===== src/rtl/counter.sv =====
`timescale 1ns/1ps
`default_nettype none
// ============================================================================
//  Module   : counter (with toggle stage counter_tstage)
//  Brief    : Ripple up-counter of WIDTH falling-edge toggle stages with an
//             asynchronous active-low clear. WIDTH legal range 1..32.
//  Revision : 1.0 - initial release
// ============================================================================

module counter_tstage (
  input  logic clk,
  input  logic rst_n,
  input  logic i_en,
  output logic o_q
);

  logic r_q;

  // Toggle flop: D is the inverted stored value whenever the stage is enabled.
  always_ff @(negedge clk or negedge rst_n) begin
    if (!rst_n) begin
      r_q <= 1'b0;
    end else begin
      r_q <= i_en ? ~r_q : r_q;
    end
  end

  assign o_q = r_q;

endmodule

module counter #(
  parameter int WIDTH = 4
) (
  output logic [WIDTH-1:0] Q,
  input  logic             CLOCK,
  input  logic             CLEAR
);

  logic             r_armed;
  logic [WIDTH-1:0] w_tclk;
  logic [WIDTH-1:0] w_q;

  // Release qualifier for stage 0: only opens while CLOCK is high, so a CLEAR
  // release landing on a falling edge cannot let that same edge count.
  always_latch begin
    if (!CLEAR) begin
      r_armed <= 1'b0;
    end else if (CLOCK) begin
      r_armed <= 1'b1;
    end
  end

  generate
    for (genvar i = 0; i < WIDTH; i++) begin : g_stage
      if (i == 0) begin : g_lsb
        assign w_tclk[i] = CLOCK;
      end else begin : g_ripple
        assign w_tclk[i] = w_q[i-1];
      end

      counter_tstage u_stage (
        .clk   (w_tclk[i]),
        .rst_n (CLEAR),
        .i_en  ((i == 0) ? r_armed : 1'b1),
        .o_q   (w_q[i])
      );
    end
  endgenerate

  assign Q = w_q;

endmodule

`default_nettype wire


===== config.mk =====
export PLATFORM = sky130hd
export DESIGN_NAME = counter
export DESIGN_NICKNAME = d
export VERILOG_FILES = /design/src/rtl/counter.sv
export SDC_FILE = /design/constraint.sdc
export NUM_CORES = 1
export LEC_CHECK = 0
export CELL_PAD_IN_SITES_DETAIL_PLACEMENT = 1
export CELL_PAD_IN_SITES_GLOBAL_PLACEMENT = 2
export CORE_AREA = 2 2 39 41
export DETAILED_ROUTE_END_ITERATION = 12
export DIE_AREA = 0 0 41 43
export PLACE_DENSITY = 0.52
export SLEW_MARGIN = 20
export SYNTH_ARGS = -nofsm -noshare
export SYNTH_HDL_FRONTEND = slang
export SYNTH_SLANG_ARGS = --single-unit
export TNS_END_PERCENT = 100

===== constraint.sdc =====
create_clock -name CLOCK -period 0.9 [get_ports CLOCK]
set_clock_uncertainty 0.05 [all_clocks]
set_input_delay 0.18 -clock CLOCK [delete_from_list [all_inputs] [get_ports CLOCK]]
set_output_delay 0.18 -clock CLOCK [all_outputs]
set_load 0.01 [all_outputs]

==> results of run 1 <==
stage by stage:
| stage | total power (uW) | hold WS [ns] | utilization (%) |
|---|---|---|---|
| after floorplan | 209.8 | 0.1758 | - |
| after global placement | 276.2 | 0.4873 | 16.37 |
| after detailed placement | 278.4 | 0.5115 | 16.37 |
| after CTS | 602.3 | 0.007489 | 18.35 |
| after global routing | 622.6 | 0.01724 | 18.35 |
| final | 577.6 | 0.007174 | 18.35 |
cells in the mapped netlist:
| cell | n |
|---|---|
| inv_1 | 3 |
| xor2_1 | 1 |
| nand2b_1 | 1 |
| dlxtp_1 | 1 |
| dfrtn_1 | 4 |
| buf_4 | 4 |
final cells by class:
cell class	instances	area [um2]
Fill cell	164	1130
Sequential cell	5	115.1
Timing Repair Buffer	7	55.05
Clock buffer	5	37.54
Tap cell	16	20.02
Multi-Input combinational cell	2	15.01
Inverter	3	11.26
power by group:
part           switching, uW  internal, uW  total, uW
logic                   47.4          56.7        104
clock network           86.1           263        349
registers               13.0           111        124
total                    146           431        578
logic make-up (layout without fill, tap and decap cells):
family        after synthesis  count (layout)
buf+inv                     7              15
flops                       4               4
xor+xnor                    1               1
simple gates                1               1
latches                     1               1
repair_timing:
| action | in CTS | in global routing |
|---|---|---|
| setup endpoints to repair | 4 | 2 |
| hold endpoints to repair | 0 | 0 |
| buffers inserted | 0 | 0 |
| gates resized for setup | 8 | 0 |
| pin swaps | 1 | 1 |
path summary, 6_finish.rpt:
kind | from | to | slack, ns | cells after the start
max in group asynchronous | CLEAR | g_stage[0].u_stage.o_q | 0.66 | 2
hold reg to reg | g_stage[0].u_stage.o_q | g_stage[0].u_stage.o_q | 0.50 | 2
setup / recovery | g_stage[0].u_stage.o_q | Q[0] | -0.67 | 1
min in group CLOCK | CLEAR | r_armed | 0.36 | 1
min in group gated | CLEAR | clock gate | 1.04 | 2
setup reg to reg | r_armed | g_stage[0].u_stage.o_q | -0.10 | 1
hold / removal | CLEAR | g_stage[0].u_stage.o_q | 0.007 | 2
max in group gated | CLEAR | clock gate | 0.20 | 2
sequential cells by signal, indices dropped and copies added, names as in the netlist:
register / count
g_stage.u_stage.o_q: 4
r_armed: 1
metal layers:
metal | GRT usage (%) | up-vias | wire (um)
met5 | 0 | - | 0
met3 | 6.806 | 4 | 44
met4 | 16.00 | 0 | 21
li1 | - | 51 | -
met1 | 4.180 | 57 | 137
met2 | 5.938 | 8 | 150
cell usage in the layout (no fill, tap or decap), drive strengths merged:
master	count
clkbuf	5
buf	4
clkdlybuf4s50	3
nand2b	1
xor2	1
dfrtn	4
inv	3
dlxtp	1
==> metrics, run 1 <==
dpl ws=-0.7171 ns; CP Class=reg -> out; Yosys Warn Count=0; port bufs=5; Synth Area in Adders=0%; Worst Path Arrival=1.34 ns; status=finished, violations left; Pwr Density=2274 nW/um2; placed cell count=33; Total Neg Setup Slack=-0.7767 ns; Pre-Repair DR Iteration Count=2; Max Transition Viols Final=0; initial antenna violation count=0; vias in the first global route=139; simple-gate share of the synthesized area=3.650%; row cnt=14; Worst-Margin Slew=0.1226 ns; DR iter-0 viols=4; critical path required time=0.67 ns; nets@finish=26; crit-path max cell delay=0.40 ns; Detailed Route WL=354 um; Synth Area in Compound Gates=0%; Ports=6; DRC violations left=0; largest net degree at the start of global routing=6; cells along the critical path=buf_2; main combinational cell family by area after synthesis=buffers and inverters; Chip Width=41 um; unrepaired setup endpoints after global routing=yes; Hold Fails Final Rpt=0; register pins left without a clock=3; Peak VDD IR=0.5556 mV; Placer Congestion=0.5754; CP endpoint kind=primary output; Crit path max-delay family=flip-flops; Setup WS post-layout=-0.6745 ns; vias per cell=3.158; later-pin clock latency in the skew report=0.36 ns; core area=1384 um2; Die ar.=1763 um2; synthesized area per cell=12.24 um2; ant diodes=0; Area after DPL=226.5 um2; clock slew at reported path FFs=0.03 ns; Buf/Inv on CP=1; violated checks=setup timing; Seq cells post-synth=5; Total GRT Usage=6.928%; Lkg Pwr=0.0001394 uW; Synth top area share=58.39%; synth-to-layout area growth=48.18%; Post-Layout Cell Count=38; CP max FO=2; cell taking the most area after synthesis=dfrtn_1; share of layout cells above drive strength 1=40.91%; xor/xnor cell area share of the yosys netlist=5.109%; Cells after Synth=14; Die Span Y=43 um; CTS hold repair buffers=0; Worst Setup Start Kind=flop; endpoints left unconstrained=6; global-route wire length before repair=565 um; Slew headroom=91.80%; endpoints failing setup=2; worst hold path type=in -> async; Routed Antenna Nets=0; syn_nets=16; CTS tree=yes; detailed-route via count=120; critical-path cell with the highest stage delay=dfrtn_1; Routed wire per std cell=9.316 um; Synth cell types=6; mux contribution to synthesized area=0%; Initial Util=12.39%; gr ovfl total=0; mapped cell area=171.4 um2; top cells by area, synth=dfrtn_1, buf_4, dlxtp_1; MaxCap Viol Count=0; post-route cell area=254.0 um2
(Power assumes the default switching activity.)
==> run 2: changes to the inputs <==
--- a/config.mk
+++ b/config.mk
@@ -10,7 +10,8 @@
 export CORE_AREA = 2 2 39 41
 export DETAILED_ROUTE_END_ITERATION = 12
 export DIE_AREA = 0 0 41 43
-export PLACE_DENSITY = 0.52
+export DONT_BUFFER_PORTS = 1
+export PLACE_DENSITY = 0.43
 export SLEW_MARGIN = 20
 export SYNTH_ARGS = -nofsm -noshare
 export SYNTH_HDL_FRONTEND = slang
==> run 2 against run 1 <==
  * The run still ends with setup timing left
  * Utilization is 2.7 points lower
  * Worst hold slack better by 0.23 ns
  * Non-clock buffer count is 5 lower
  * Wire length is 22% lower
  * Worst setup slack better by 0.090 ns
  * Clock-buffer cell count stayed put
  * Die area stayed put
  * Critical path depth is 1 lower
  * Sequential power is 12% higher
  * Sequential share of layout area is 7.9 points higher
  * Register-to-register slack worse by 0.02 ns
  * Largest power group unchanged
==> metrics, run 2 (synthesis gave the netlist of run 1 again) <==
Worst Path Arrival=1.25 ns; Placer Congestion=0.5235; Ports=6; hold slack final=0.2379 ns; Chip Width=41 um; Die Span Y=43 um; row cnt=14; later-pin clock latency in the skew report=0.35 ns; share of layout cells above drive strength 1=35.29%; DRC violations left=0; endpoints left unconstrained=6; Pre-Repair DR Iteration Count=1; Worst-Margin Slew=0.1625 ns; core area=1384 um2; global-route wire length before repair=552 um; initial antenna violation count=0; Hold Fails Final Rpt=0; hold-critical path depth=0; R2R Path Start=r_armed; Worst Setup SP=g_stage[0].u_stage.o_q; worst-case reg-to-reg path depth=1; critical path required time=0.67 ns; FF-to-FF setup slack=-0.12 ns; Largest register FFs=4; MaxCap Viol Count=0; largest net degree at the start of global routing=7; Pwr Density=2517 nW/um2; CP max FO=2; DR iter-0 viols=0; port bufs=0; Lkg Pwr=0.0001176 uW; Multi-input gate area=15.01 um2; detailed-route via count=93; met2 WL=116 um; Max Transition Viols Final=0; Setup WS post-layout=-0.5850 ns; Crit. path cell count=0; violated checks=setup timing; fillers=158; gr ovfl total=0; FF/Latch Area=115.1 um2; Area after DPL=168.9 um2; clock slew at reported path FFs=0.04 ns; CP endpoint kind=primary output; Routed wire per std cell=8.394 um; synth-to-layout area growth=26.28%; status=finished, violations left; post-layout util=15.64%; Routed Antenna Nets=0; top layer in use=met4; Total GRT Usage=8.954%; most frequent cells in the layout=clkbuf_4, dfrtn_1, inv_1; CP Class=reg -> out; r2r endpoint=g_stage[0].u_stage.o_q; Initial Util=12.39%; endpoints failing setup=2; Detailed Route WL=277 um; nets@finish=21; Met1 Wirelength=81 um; Critical Path End=Q[0]; ant diodes=0; register pins left without a clock=3; unrepaired setup endpoints after global routing=yes; Die ar.=1763 um2; Total Neg Setup Slack=-0.7006 ns; Worst Setup Start Kind=flop; Slew headroom=89.16%; Post CTS Setup Buffer Count=0; vias in the first global route=138; Gates resized, CTS repair=0; post-route cell area=216.5 um2; CTS tree=yes; worst hold path type=in -> latch; wire length on met3=58 um; most common cell after layout, fill and taps aside=clkbuf_4; Peak VDD IR=0.6474 mV; vias per cell=2.818
## run 2: cell types whose count changed in the layout (fill, tap and decap cells not counted), sizes merged
cell	delta
clkdlybuf4s50	-3
buf	-3
dlygate4sd3	+1
## run 2: metrics by stage
stage          setup slack, ns  cells  power [uW]
6_report               -0.5850     33       544.7
3_3_place_gp           -0.3190     27       219.9
2_1_floorplan          -0.3121     14       209.8
3_5_place_dp           -0.3261     27       220.6
5_1_grt                -0.6339     33       606.5
4_1_cts                -0.6001     33       567.7
## run 2: metal layers
metal,vias to the layer above,track usage [%]
met1,40,3.560
met2,10,3.125
li1,41,-
met4,0,22.67
met3,2,17.80
met5,-,0
## run 2: timing repair
action	in CTS	in global routing
hold buffers	1	0
hold endpoints to repair	1	0
gates cloned	0	0
pin swaps	0	0
endpoints found under the setup margin	2	2
## run 2: cell type report
class | instances | area share, %
clock buffers | 5 | 17.34
flip-flops and latches | 5 | 53.18
repair buffers | 2 | 8.092
multi-input cells | 2 | 6.936
well taps | 16 | 9.249
inverters | 3 | 5.202
## run 2: how the worst min path moves through the flow
stage               start                endpoint  slack [ns]
floorplan           CLEAR  g_stage[0].u_stage.o_q        0.18
global placement    CLEAR  g_stage[0].u_stage.o_q        0.18
detailed placement  CLEAR  g_stage[0].u_stage.o_q        0.18
CTS                 CLEAR                 r_armed        0.23
global route        CLEAR                 r_armed        0.22
finish              CLEAR                 r_armed        0.24
## run 2: report_power, final
part	leakage, uW	switching [uW]	internal, uW
Clock	0.0000253	80.4	263
Sequential	0.0000478	27.1	112
Combinational	0.0000446	23.4	39.7
Total	0.000118	131	414
==> run 3: changes to the inputs <==
--- a/config.mk
+++ b/config.mk
@@ -12,7 +12,7 @@
 export DIE_AREA = 0 0 41 43
 export DONT_BUFFER_PORTS = 1
 export PLACE_DENSITY = 0.43
-export SLEW_MARGIN = 20
+export SLEW_MARGIN = 30
 export SYNTH_ARGS = -nofsm -noshare
 export SYNTH_HDL_FRONTEND = slang
 export SYNTH_SLANG_ARGS = --single-unit
==> results of run 3 <==
Final layout, timing and power as in run 2 (identical DEF).
